### src/rtl/csa_serial_add_ctrl.sv
// Serial wide adder: pushes one nibble per clock through a single 4-bit
// carry-skip slice. The inter-nibble carry is held in a register.
// Control uses a start/busy/done handshake. The block also counts how many
// nibbles had all four propagate bits set, which are the nibbles that used
// the skip path.

// 4-bit carry-skip slice: ripple carry plus a bypass mux.
// The bypass is taken when every bit propagates.
module carryskip_adder (
  input  logic [3:0] a_i,
  input  logic [3:0] b_i,
  input  logic       cin_i,
  output logic [3:0] sum_o,
  output logic       cout_o,
  output logic       skip_o
);

  logic [3:0] p;
  logic [3:0] g;
  logic [4:0] c;

  // Propagate/generate, ripple chain, then the skip mux on the block carry.
  always_comb begin
    p    = a_i ^ b_i;
    g    = a_i & b_i;
    c    = '0;
    c[0] = cin_i;
    for (int i = 0; i < 4; i++) begin
      c[i+1] = g[i] | (p[i] & c[i]);
    end
    sum_o  = p ^ c[3:0];
    skip_o = &p;
    // When all bits propagate, the ripple result equals cin.
    // The bypass therefore cannot change the arithmetic result.
    cout_o = skip_o ? cin_i : c[4];
  end

endmodule

module csa_serial_add_ctrl #(
  parameter int NIBBLES = 4,
  parameter int CW      = 5
) (
  input  logic                   clk,
  input  logic                   rst,
  input  logic                   start,
  input  logic [4*NIBBLES-1:0]   a,
  input  logic [4*NIBBLES-1:0]   b,
  input  logic                   cin,
  output logic                   busy,
  output logic                   done,
  output logic [4*NIBBLES-1:0]   sum,
  output logic                   cout,
  output logic [CW-1:0]          skip_cnt
);

  localparam int IW = (NIBBLES > 1) ? $clog2(NIBBLES) : 1;
  localparam logic [IW-1:0] LAST_IDX = IW'(NIBBLES - 1);

  typedef enum logic [1:0] {
    S_IDLE = 2'd0,
    S_RUN  = 2'd1,
    S_DONE = 2'd2
  } state_t;

  state_t                  state_q, state_d;
  logic [IW-1:0]           idx_q, idx_d;
  logic                    carry_q, carry_d;
  logic [NIBBLES-1:0][3:0] sum_q, sum_d;
  logic                    cout_q, cout_d;
  logic [CW-1:0]           skip_q, skip_d;
  logic [NIBBLES-1:0][3:0] a_q, b_q;

  logic       accept;
  logic [3:0] slice_sum;
  logic       slice_cout;
  logic       slice_skip;

  carryskip_adder u_slice (
    .a_i    (a_q[idx_q]),
    .b_i    (b_q[idx_q]),
    .cin_i  (carry_q),
    .sum_o  (slice_sum),
    .cout_o (slice_cout),
    .skip_o (slice_skip)
  );

  // Next-state, datapath updates and start acceptance (IDLE or DONE only).
  always_comb begin
    // NOTE: every output of this block gets a default first, so no path can
    // leave a signal unassigned and infer a latch.
    state_d = state_q;
    idx_d   = idx_q;
    carry_d = carry_q;
    sum_d   = sum_q;
    cout_d  = cout_q;
    skip_d  = skip_q;
    accept  = start && (state_q == S_IDLE || state_q == S_DONE);

    case (state_q)
      S_RUN: begin
        sum_d[idx_q] = slice_sum;
        carry_d      = slice_cout;
        if (slice_skip) begin
          skip_d = skip_q + CW'(1);
        end
        if (idx_q == LAST_IDX) begin
          cout_d  = slice_cout;
          idx_d   = '0;
          state_d = S_DONE;
        end else begin
          idx_d = idx_q + IW'(1);
        end
      end
      S_DONE:  state_d = S_IDLE;
      S_IDLE:  state_d = S_IDLE;
      default: state_d = S_IDLE;
    endcase

    // Acceptance in DONE gives back-to-back operation. Results clear here.
    // cout is not cleared and keeps its old value until the next DONE.
    if (accept) begin
      state_d = S_RUN;
      idx_d   = '0;
      carry_d = cin;
      sum_d   = '0;
      skip_d  = '0;
    end
  end

  // Control and result registers with synchronous active-high reset.
  always_ff @(posedge clk) begin
    // NOTE: sequential state uses non-blocking assignments only.
    // All registers then update together from the values before the edge.
    if (rst) begin
      state_q <= S_IDLE;
      idx_q   <= '0;
      carry_q <= 1'b0;
      sum_q   <= '0;
      cout_q  <= 1'b0;
      skip_q  <= '0;
    end else begin
      state_q <= state_d;
      idx_q   <= idx_d;
      carry_q <= carry_d;
      sum_q   <= sum_d;
      cout_q  <= cout_d;
      skip_q  <= skip_d;
    end
  end

  // Operand capture on acceptance.
  always_ff @(posedge clk) begin
    // NOTE: the operand registers have no reset. They are always loaded
    // before RUN reads them, so a reset value would only add gates.
    if (accept) begin
      a_q <= a;
      b_q <= b;
    end
  end

  assign busy     = (state_q == S_RUN);
  assign done     = (state_q == S_DONE);
  assign sum      = sum_q;
  assign cout     = cout_q;
  assign skip_cnt = skip_q;

endmodule
### config.mk
export PLATFORM = sky130hd
export DESIGN_NAME = csa_serial_add_ctrl
export DESIGN_NICKNAME = d
export VERILOG_FILES = /design/src/rtl/csa_serial_add_ctrl.sv
export SDC_FILE = /design/constraint.sdc
export NUM_CORES = 1
export LEC_CHECK = 0
export CAP_MARGIN = 15
export CORE_MARGIN = 4
export CORE_UTILIZATION = 44
export CTS_BUF_LIST = sky130_fd_sc_hd__clkbuf_8
export CTS_CLUSTER_SIZE = 8
export DETAILED_ROUTE_END_ITERATION = 10
export GPL_TIMING_DRIVEN = 1
export PLACE_DENSITY = 0.72
export SETUP_SLACK_MARGIN = 0.5
export SLEW_MARGIN = 40
export SYNTH_ARGS = -nofsm -noshare
export SYNTH_HDL_FRONTEND = slang
export SYNTH_SLANG_ARGS = --single-unit
### constraint.sdc
create_clock -name clk -period 6.3 [get_ports clk]
set_clock_uncertainty 0.2 [all_clocks]
set_input_delay 0.945 -clock clk [delete_from_list [all_inputs] [get_ports clk]]
set_output_delay 0.945 -clock clk [all_outputs]
set_load 0.005 [all_outputs]
==> flow_summary.ini, run 1 <==
[synth]
seq_area_frac_synth_pct = 61.48
syn_avg_cell_area_sq_um = 13.42
synth.most_common_cell = edfxtp_1
synth-edff-count = 32
synth_nets = 231
synth-seq-cells = 59
synthCells = 182
yosys.cell_types.count = 29
syn_area_sq_um = 2442
netlist_top_cells_count = 32 x edfxtp_1, 27 x dfxtp_1, 16 x nor2_1
synth_warnings = 0
synth_ff_type = edfxtp_1
yosys.area.top_type = edfxtp_1
synth.top_cells.by_area = edfxtp_1 39%, dfxtp_1 22%, mux4_2 7.4%, ha_1 4.6%, fa_1 3.3%
synth_top_area_share_pct = 39.34
ys_async_sr_fraction_pct = 0

[detailed_routing]
ant_nets = 0
wl_per_cell_um = 14.34
drtIter0Drc = 64
num_vias = 1551
first_pass_iters = 4
post-route-drc-count = 0
routed_wl_um = 4545
vias_per_cell = 4.893

[power_and_ir_drop]
power_density_nw_per_um2 = 266.1
ir_drop_mv = 0.1735
leakage_uw = 0.001169

[final_layout]
syn_to_final_growth_pct = 34.12
fillers = 416
ff_latch_area_sq_um = 1501
multi_input_area_sq_um = 844.6
final_layout_size_suffix_gt1_share_pct = 10.12
nets = 291
num_antenna_cells = 0
finalCoreUtilization_pct = 62.54

[clocking]
post-cts-setup-buffers = 0
cts_max_level = 3
numCtsBuffers = 9
cts_root_buf = clkbuf_8
clk_latency_ps = 340
post_cts_resized = 0
cts_hold_buffers = 0
clock_path_buffers = 2
cts_tree = yes
path_clk_slew_ps = 70
clock-sinks = 59

[timing]
worst_slack_ps = 2826
slew_headroom_pct = 45.37
fin_crit_sh_pct = 55.14
fin_setup_tns_ps = 0
setup-violations-final = 0
maxSlewViolCount = 0
fmax_mhz = 287.9
tightestPinTransition_ps = 817.5
timing.final.crit_period_ps = 3474
finalHoldViolations = 0
rsz0062_at_grt = false

[die]
dieArea_sq_um = 6807
fp-row-count = 26
coreArea_sq_um = 5238
start_util_pct = 46.63
dieWidth_um = 82.51
io_pins = 60
die_y_um = 82.51

[grt]
grt_pass1_wl_um = 7210
grt_max_degree = 34
antenna_found_initial = 0
grt-ovfl-total = 0
grt_pass1_vias = 1569
track_usage_pct = 14.93

[setup_path]
max_stage_delay_ps = 750
cp.buffers_inverters = 3
arrival_ps = 3510
required_ps = 6340
cp_max_fo = 13
cp_cell_sequence = mux4_2, inv_1, fa_1, inv_1, fa_1, fa_1, inv_1, fa_1, a211oi_1
critPathLaunchType = register
crit_slowest_cell = dfxtp_1
path_delay_family = adder cells
endpoint_kind = register
cpMostUsedCell = fa_1
path_class = register to register

[hold_path]
min_path_type = register to register

[status]
status = finished, final reports clean

[place]
pre_cts_ws_ps = 2785
io_buffers = 59
routabilityCongestion = 0.7416
hpwl_um = 3330

[run]
max_cap_viol_count = 0
-- cells in the final DEF, fill, tap and decap left out, types with 8 or more instances in the layout --
| cell type | n |
|---|---|
| nor2_1 | 16 |
| a211oi_1 | 8 |
| inv_1 | 12 |
| dfxtp_1 | 27 |
| clkbuf_8 | 9 |
| ha_1 | 9 |
| mux4_2 | 8 |
| mux2i_1 | 8 |
| edfxtp_1 | 32 |
| nand2_1 | 10 |
| clkdlybuf4s50_1 | 59 |
| a21oi_1 | 9 |
-- sequential cells by signal, summed over array words and instances, names as in the netlist --
register and flops:
b_q 16, cout 1, a_q 16, state_q 2, idx_q 2, sum 16
skip_cnt 5, carry_q 1
-- stage by stage --
| stage | power (uW) | cell area [sq um] | hold WS, ps | cells |
|---|---|---|---|---|
| finish | 871.8 | 3276 | 257.4 | 317 |
| global route | 910.3 | 3276 | 300.8 | 317 |
| detailed placement | 540.1 | 3073 | 251.3 | 301 |
| floorplan | 495.1 | 2442 | 252.7 | 182 |
| global placement | 536.7 | 3073 | 246.6 | 301 |
| CTS | 880.4 | 3276 | 260.6 | 317 |
-- cell type report --
type / count / share of cell area (%)
multi-input combinational: 100 / 25.78
inverter: 13 / 1.490
sequential: 59 / 45.84
timing repair buffer: 59 / 18.03
clock inverter: 7 / 2.406
tap: 70 / 2.674
clock buffer: 9 / 3.782
-- routing by layer --
metal	up-vias	track usage [%]	part of all wire, %
met1	698	17.93	45
met4	0	7.843	2.5
met2	67	23.24	45
met5	-	0	0
met3	10	5.748	7.9
li1	776	-	-
-- worst register-to-register path, stage by stage, from the launching register on --
cell	delay, ps
dfxtp_1	750
mux4_2	610
inv_1	90
fa_1	160
inv_1	50
fa_1	380
fa_1	370
inv_1	80
fa_1	460
a211oi_1	230
-- cell families (layout without fill, tap and decap cells) --
kind of cell / Yosys count / in the layout / synth area share, %
AO/OA/AOI/OAI: 24 / 24 / 6.199
adder cells (fa/ha/maj): 13 / 13 / 7.890
buffers and inverters: 23 / 88 / 3.945
flip-flops: 59 / 59 / 61.48
multiplexers: 16 / 16 / 10.66
AND/OR/NAND/NOR: 47 / 47 / 9.836
-- path summary, 6_finish.rpt --
path | start | end | slack (ps) | cells after the start
max | idx_q[0] | sum[15] | 2830 | 9
min | sum[13] | sum[13] | 260 | 2
max reg2reg | idx_q[0] | sum[15] | 2830 | 9
min reg2reg | sum[13] | sum[13] | 260 | 2
-- report_power, final --
group	switching (uW)	internal, uW	leakage, uW
Sequential	8.53	425	0.000525
Clock	158	184	0.0000916
Combinational	45.8	50.1	0.000552
Total	212	659	0.00117
(Power assumes the default switching activity.)
==> run 2, diff against run 1 <==
==> constraint.sdc (replaced) <==
create_clock -name clk -period 3.3 [get_ports clk]
set_clock_uncertainty 0.2 [all_clocks]
set_input_delay 0.495 -clock clk [delete_from_list [all_inputs] [get_ports clk]]
set_output_delay 0.495 -clock clk [all_outputs]
set_load 0.005 [all_outputs]
==> run 2 against run 1 <==
Compared with the run above:
- non-clock buffer count up 7
- routed wire length down 4.4%
- worst setup slack worse by 2400 ps
- worst hold slack worse by 1.4 ps
- core utilization up 0.76 points
- register-to-register slack worse by 2400 ps
- sequential share of layout area down 0.40 points
- cell count up 2.2%
- via count up 0.97%
- die area unchanged
- count of clock-buffer cells in the layout unchanged
- maximum frequency up 21%
- critical endpoint is now sum[3]
- largest cell class unchanged
==> flow_summary.ini, run 2 (same netlist as run 1, synthesis figures left out) <==
[power_and_ir_drop]
power_density_nw_per_um2 = 463.3
leakage_uw = 0.001211
power.switching_uw = 358.8
swShare_pct = 23.36
seqPwrFrac_pct = 53.7
pwr-share-clk_pct = 33.1
p_int_uw = 1177
p_comb_share_pct = 13.3
ir_drop_mv = 0.2669

[clocking]
cts_max_level = 3
path_clk_slew_ps = 60
cts_tree = yes
clock_path_buffers = 2
clk_latency_ps = 330
numCtsBuffers = 9
cts_root_buf = clkbuf_8
cts_hold_buffers = 0
clock-sinks = 59

[setup_path]
cp_max_fo = 4
r2r_cells = 9
arrival_ps = 2920
endpoint_kind = register
critPathLaunchType = register
required_ps = 3340
path_class = register to register
r2r_slack_ps = 420
startpoint = idx_q[0]
r2r_start = idx_q[0]

[final_layout]
nets = 298
syn_to_final_growth_pct = 35.76
final_layout_size_suffix_gt1_share_pct = 15.35
num_antenna_cells = 0
stdcell_count = 324
final_common_cell = clkdlybuf4s50_1
ff_latch_area_sq_um = 1506
final_cell_mix = 59 x clkdlybuf4s50_1, 32 x edfxtp_1, 25 x dfxtp_1, 16 x nor2_1, 14 x inv_1
fillers = 409
multi_input_area_sq_um = 872.1

[place]
io_buffers = 59
dp_cells = 305
hpwl_um = 3300
routabilityCongestion = 0.7402

[die]
dieWidth_um = 82.51
io_pins = 60
fp-row-count = 26
dieArea_sq_um = 6807
start_util_pct = 46.63
die_y_um = 82.51
coreArea_sq_um = 5238

[detailed_routing]
vias_per_cell = 4.833
drtIter0Drc = 71
ant_nets = 0
routed_wl_um = 4347
first_pass_iters = 5
post-route-drc-count = 0
num_vias = 1566
wl_per_cell_um = 13.42

[grt]
grt_pass1_wl_um = 7010
grt-ovfl-total = 0
antenna_found_initial = 0
grt_pass1_vias = 1565
track_usage_pct = 14.44
grt_max_degree = 33

[timing]
tightestPinTransition_ps = 823.0
fin_crit_sh_pct = 87.21
slew_headroom_pct = 45.00
rsz0062_at_grt = true
setup-violations-final = 0
fin_setup_tns_ps = 0
fmax_mhz = 347.5
hold-worst-slack_ps = 256.0
maxSlewViolCount = 0
finalHoldViolations = 0
timing.final.crit_period_ps = 2878

[hold_path]
min_path_type = register to register
holdPathStages = 2
hp-start = sum[14]

[run]
max_cap_viol_count = 0

[status]
status = finished, final reports clean
[run 2: per-stage QoR]
step | total power, uW | instance area, sq um | worst slack, ps | utilization (%)
floorplan | 949.5 | 2455 | 330.8 | -
global placement | 1032 | 3109 | 299.6 | 59.36
detailed placement | 1034 | 3109 | 254.7 | 59.36
CTS | 1546 | 3281 | 422.6 | 62.64
global route | 1614 | 3316 | 297.0 | 63.31
finish | 1536 | 3316 | 422.1 | 63.31
[run 2: path summary, 6_finish.rpt]
check,to
max reg2reg,sum[3]
min,sum[14]
min reg2reg,sum[14]
max,sum[3]
[run 2: final cells by class]
cell class	instances	area share [%]
Sequential cell	59	45.43
Clock inverter	7	0.9057
Timing Repair Buffer	66	19.51
Clock buffer	9	3.736
Tap cell	70	2.642
Inverter	13	1.472
Multi-Input combinational cell	100	26.30
[run 2: what timing repair did]
item | in CTS | in global routing
setup endpoints to repair | 6 | 6
pin swaps | 5 | 1
resized for setup | 1 | 8
setup buffers | 2 | 1
[run 2: worst max-delay path, cell delays in order (launching register included)]
cell and delay [ps]:
dfxtp_4 370, mux4_2 520, inv_2 70, fa_1 150, inv_1 50, fa_2 340, fa_2 340, inv_2 60
fa_2 480, a211oi_2 190
[run 2: layer usage]
layer	share of wire, %	wire [um]	global-route usage (%)
met1	43	1856	17.21
met2	48	2103	22.84
met3	7.2	312	4.121
met4	1.7	75	9.314
met5	0	0	0
[run 2: power groups by stage]
stage                     combinational, uW  clock, uW  sequential, uW
after floorplan                         112          0             837
after global placement                  191          0             841
after detailed placement                192          0             843
after CTS                               196        525             825
after global routing                    225        560             828
final                                   204        508             824
==> run 3, diff against run 2 <==
--- a/config.mk
+++ b/config.mk
@@ -5,7 +5,6 @@
 export SDC_FILE = /design/constraint.sdc
 export NUM_CORES = 1
 export LEC_CHECK = 0
-export CAP_MARGIN = 15
 export CORE_MARGIN = 4
 export CORE_UTILIZATION = 44
 export CTS_BUF_LIST = sky130_fd_sc_hd__clkbuf_8
==> results of run 3 <==
The final DEF is identical to that of run 2; final timing and power are the same.
